===== src/rtl/lin_interp_pkg.sv =====
// Shared constants for the linear interpolating upsampler: FSM state
// encoding and the default upsampling exponent.
package lin_interp_pkg;

  localparam int LOG2_N_DEFAULT = 5;

  typedef enum logic [1:0] {
    ST_EMPTY = 2'd0,
    ST_PRIME = 2'd1,
    ST_RUN   = 2'd2
  } state_t;

endpackage


===== src/rtl/lin_interp.sv =====
// Linear interpolating upsampler: emits N = 2^LOG2_N samples per input
// sample, stepping from prev toward cur with floor rounding.
module lin_interp
  import lin_interp_pkg::*;
#(
  parameter int LOG2_N = LOG2_N_DEFAULT
) (
  input  logic               i_clock,
  input  logic               i_RESET,
  input  logic signed [31:0] i_data,
  input  logic               i_valid,
  output logic               o_ready,
  output logic signed [31:0] o_data,
  output logic               o_valid,
  output logic               o_underrun
);

  localparam int AW = 34 + LOG2_N;
  localparam logic [LOG2_N-1:0] K_LAST = '1;

  // Handshake: a sample is taken on a rising edge where i_valid && o_ready;
  // o_ready depends only on registered state, never on i_valid.

  state_t             state;
  state_t             state_next;
  logic signed [31:0] prev;
  logic signed [31:0] cur;
  logic signed [31:0] buf_data;
  logic               buf_full;
  logic [LOG2_N-1:0]  k;
  logic signed [AW-1:0] acc;
  logic signed [32:0] diff;
  logic               underrun;

  logic               accept;
  logic               seg_last;
  logic               start_seg;
  logic signed [31:0] new_sample;

  assign o_ready    = (state == ST_RUN) ? ~buf_full : 1'b1;
  assign accept     = i_valid && o_ready;
  assign seg_last   = (state == ST_RUN) && (k == K_LAST);
  // Buffered sample takes priority; when the buffer is empty the input bypasses it.
  assign new_sample = buf_full ? buf_data : i_data;
  assign start_seg  = ((state == ST_PRIME) && accept) ||
                      (seg_last && (buf_full || accept));

  // acc is left untouched when a segment ends without a successor, so o_data holds.
  assign o_data     = acc[LOG2_N +: 32];
  assign o_valid    = (state == ST_RUN);
  assign o_underrun = underrun;

  logic unused_bits;
  assign unused_bits = ^{acc[AW-1:LOG2_N+32], acc[LOG2_N-1:0], prev};

  always_ff @(posedge i_clock or negedge i_RESET) begin
    if (!i_RESET) begin
      state <= ST_EMPTY;
    end else begin
      state <= state_next;
    end
  end

  always_comb begin
    state_next = state;
    case (state)
      ST_EMPTY: if (accept) state_next = ST_PRIME;
      ST_PRIME: if (accept) state_next = ST_RUN;
      ST_RUN:   if (seg_last && !buf_full && !accept) state_next = ST_PRIME;
      default:  state_next = ST_EMPTY;
    endcase
  end

  always_ff @(posedge i_clock or negedge i_RESET) begin
    if (!i_RESET) begin
      prev     <= '0;
      cur      <= '0;
      buf_data <= '0;
      buf_full <= 1'b0;
      k        <= '0;
      acc      <= '0;
      diff     <= '0;
      underrun <= 1'b0;
    end else begin
      underrun <= seg_last && !buf_full && !accept;
      if ((state == ST_EMPTY) && accept) begin
        cur <= i_data;
      end
      if (start_seg) begin
        prev     <= cur;
        cur      <= new_sample;
        acc      <= {{(AW-32){cur[31]}}, cur} << LOG2_N;
        diff     <= {new_sample[31], new_sample} - {cur[31], cur};
        k        <= '0;
        buf_full <= 1'b0;
      end else if (state == ST_RUN) begin
        if (!seg_last) begin
          acc <= acc + {{(AW-33){diff[32]}}, diff};
          k   <= k + LOG2_N'(1);
        end
        if (accept) begin
          buf_data <= i_data;
          buf_full <= 1'b1;
        end
      end
    end
  end

endmodule


===== config.mk =====
export PLATFORM = sky130hd
export DESIGN_NAME = lin_interp
export DESIGN_NICKNAME = d
export VERILOG_FILES = /design/src/rtl/lin_interp_pkg.sv /design/src/rtl/lin_interp.sv
export SDC_FILE = /design/constraint.sdc
export NUM_CORES = 1
export LEC_CHECK = 0
export ABC_AREA = 1
export CAP_MARGIN = 20
export CELL_PAD_IN_SITES_DETAIL_PLACEMENT = 0
export CELL_PAD_IN_SITES_GLOBAL_PLACEMENT = 2
export CORE_AREA = 2 2 221 157
export DETAILED_ROUTE_END_ITERATION = 6
export DIE_AREA = 0 0 223 159
export GPL_TIMING_DRIVEN = 1
export PLACE_DENSITY = 0.88
export SYNTH_ARGS = -nofsm -noshare
export SYNTH_HDL_FRONTEND = slang
export SYNTH_SLANG_ARGS = --single-unit

===== constraint.sdc =====
create_clock -name i_clock -period 3.2 [get_ports i_clock]
set_clock_uncertainty 0.15 [all_clocks]
set_input_delay 0.8 -clock i_clock [delete_from_list [all_inputs] [get_ports i_clock]]
set_output_delay 0.8 -clock i_clock [all_outputs]
set_load 0.1 [all_outputs]

==> qor.yml <==
status:
  outcome: "finished clean"
clock_network:
  postCtsSetupRepairBufs: 0
  cts_root_buf: "clkbuf_16"
  cts_htree_levels: 4
  cts_tree: "built"
  clock_path_buffers: 2
  cts_sinks: 143
  cts_hold_buffers: 0
  clk_pin_slew_ns: 0.06
  cts_inserted_buffers: 17
  insertion_delay_ns: 0.43
drt:
  wl_per_cell_um: 15.5
  drc: 0
  wirelength_um: 35200
  drt_iter0_markers: 660
  ant_nets: 0
  viasPerCell: 4.71
  drt_pre_antenna_iters: 5
  dr_total_vias: 10700
timing:
  worstMarginPinSlew_ns: 0.614
  rsz0062_at_grt: "no"
  slew_violations: 0
  timing.final.crit_share_pct: 92.5
  relSlewSlack_pct: 59.1
  fmax_mhz: 338
  period_needed_ns: 2.96
  hold_ws_ns: 0.208
  hold_viol: 0
  finalSetupViolations: 0
finish:
  drive_gt1_share_pct: 9.29
  regArea_um2: 3580
  fill_cells: 3576
  multi_input_area_um2: 6100
  final_cell_area_um2: 13100
  n_antenna_cell: 0
  layout.nets: 1923
  synthToLayoutAreaGrowth_pct: 17.2
critical_path:
  path_cells: "clkdlybuf4s50_1 -> inv_1 -> nand2_1 -> o21ai_0 -> ha_1 -> fa_1 -> o21ai_1 -> nand2_1 -> nand2_1 -> nand2_1 -> nand2_1 -> buf_4 -> xnor2_1 -> o21ai_1"
  startpoint_type: "input pin"
  cp-end-kind: "register"
  critical_path.max_fanout: 4
  cp.arrival_ns: 3.12
  slowest_stage: "clkdlybuf4s50_1"
  crit_top_cell: "nand2_1"
  max_stage_delay_ns: 0.48
  cp.required_ns: 3.36
  critPathKind: "in -> reg"
place:
  dp_hpwl_um: 28300
  place_area_um2: 12500
  port_buffers: 69
  place.gp.congestion: 0.888
floorplanning:
  dieArea_um2: 35500
  coreArea_um2: 33300
  pin_count: 70
  std_cell_rows: 56
  die_y_um: 159
  die_w_um: 223
  initial_core_util_pct: 33.7
global_routing:
  gr-usage-met3_pct: 2.92
  grt_usage_pct: 20.2
  grt_use_met2_pct: 26.3
  antenna_found_initial: 0
  grt_pass1_vias: 10100
  gr-total-overflow: 0
  met1_usage_pct: 34.1
  grt_max_degree: 65
  busiest_layer: "met1"
  grt_pass1_wl_um: 56100
synthesis:
  synthArstFlopShare_pct: 100
  synth_edf_count: 0
  synth_seq_cells: 143
  syn_nets: 1840
  synthCells: 1733
  ys_types: 38
  synthFlopType: "dfrtp_1"
  ys_warn_count: 0
  syn_avg_cell_area_um2: 6.47
  ys_seq_area_share_pct: 31.9
  syn-cell-area_um2: 11200
hold_path:
  hold_class: "in -> async"
job:
  maxCapViolCount: 0
cells in the mapped netlist (all sizes together), types with 2 or more instances:
cell    number  area (um2)
a21oi       81         405
o22ai       33         206
a22o         2        17.5
ha          70         876
o221ai       6        52.6
o211ai       2        20.0
or2          8        50.1
nor3        16        80.1
fa           2        40.0
nand3       82         410
o21bai      14         105
buf         52         358
nand3b       9        67.6
dfrtp      143        3580
inv        292        1100
nand4        5        46.3
nor2       137         517
xnor2       16         140
and2         2        12.5
xor2         4        35.0
o21ai      172         861
nand2      556        2110
clkbuf      24        90.1
sequential cells by signal (all words and copies together), names as in the netlist:
name	count
acc	37
diff	33
buf_data	32
cur	32
k	5
state	2
buf_full	1
o_underrun	1
layer usage:
layer  share of wire, %  wire [um]
met5                  0          0
met4               0.76        269
met3                4.2       1480
met2                 37      12800
met1                 59      20600
stage by stage:
| stage | setup WS (ns) | cells | TNS (ns) | utilization, % |
|---|---|---|---|---|
| after floorplan | 0.555 | 1733 | 0 | - |
| after global placement | -0.140 | 2232 | -1.09 | 37.7 |
| after detailed placement | -0.213 | 2232 | -2.38 | 37.7 |
| after CTS | 0.176 | 2264 | 0 | 39.5 |
| after global routing | 0.0501 | 2264 | 0 | 39.5 |
| final | 0.241 | 2264 | 0 | 39.5 |
kinds of logic (layout without fill, tap and decap cells):
group | Yosys count | in the layout | share of synthesized area, %
muxes | 1 | 1 | 0.100
DFF | 143 | 143 | 31.9
xor gates and xnor gates | 20 | 20 | 1.56
adders and majority gates | 72 | 72 | 8.16
and+or+nand+nor | 816 | 816 | 29.4
buffers and inverters | 368 | 464 | 13.8
AOI/OAI and AO/OA | 313 | 313 | 15.1
what timing repair did:
action | 4_1_cts | 5_1_grt
endpoints found under the setup margin | 0 | 6
resized for setup | 0 | 2
endpoints found under the hold margin | 0 | 0
area by class of cell:
type                            instances  share of cell area [%]
Multi-Input combinational cell       1222                    46.4
Sequential cell                       143                    27.2
Timing Repair Buffer                  140                    9.32
Inverter                              292                    8.40
Tap cell                              435                    4.14
Clock buffer                           18                    3.26
Clock inverter                         14                    1.28
critical path: cells and delay by family:
kind            cells  cell delay (ns)
simple gates        5             0.49
buf+inv             3             0.67
compound gates      3             0.45
fa+ha+maj           2             0.62
xor+xnor            1             0.10
final timing paths:
path / from / endpoint / slack, ns / cells after the start
worst max-delay path: i_data[0] / diff[16] / 0.24 / 14
worst min-delay path: i_RESET / buf_data[23] / 0.21 / 1
worst max register to register: buf_full / diff[13] / 0.25 / 12
worst min register to register: buf_data[29] / buf_data[29] / 0.34 / 2
max in group asynchronous: i_RESET / diff[5] / 1.97 / 2
min in group i_clock: buf_data[29] / buf_data[29] / 0.34 / 2
cells in the final DEF, fill, tap and decap left out, types with 47 or more instances in the layout:
cell	instances
nand2_1	552
inv_1	276
dfrtp_1	142
nor2_1	136
o21ai_0	125
buf_4	99
nand3_1	82
a21oi_1	81
ha_1	70
o21ai_1	47
Power is left out: the tool's default activity adds up to more than one toggle a clock period on the data nets, which glitch-free logic cannot reach.
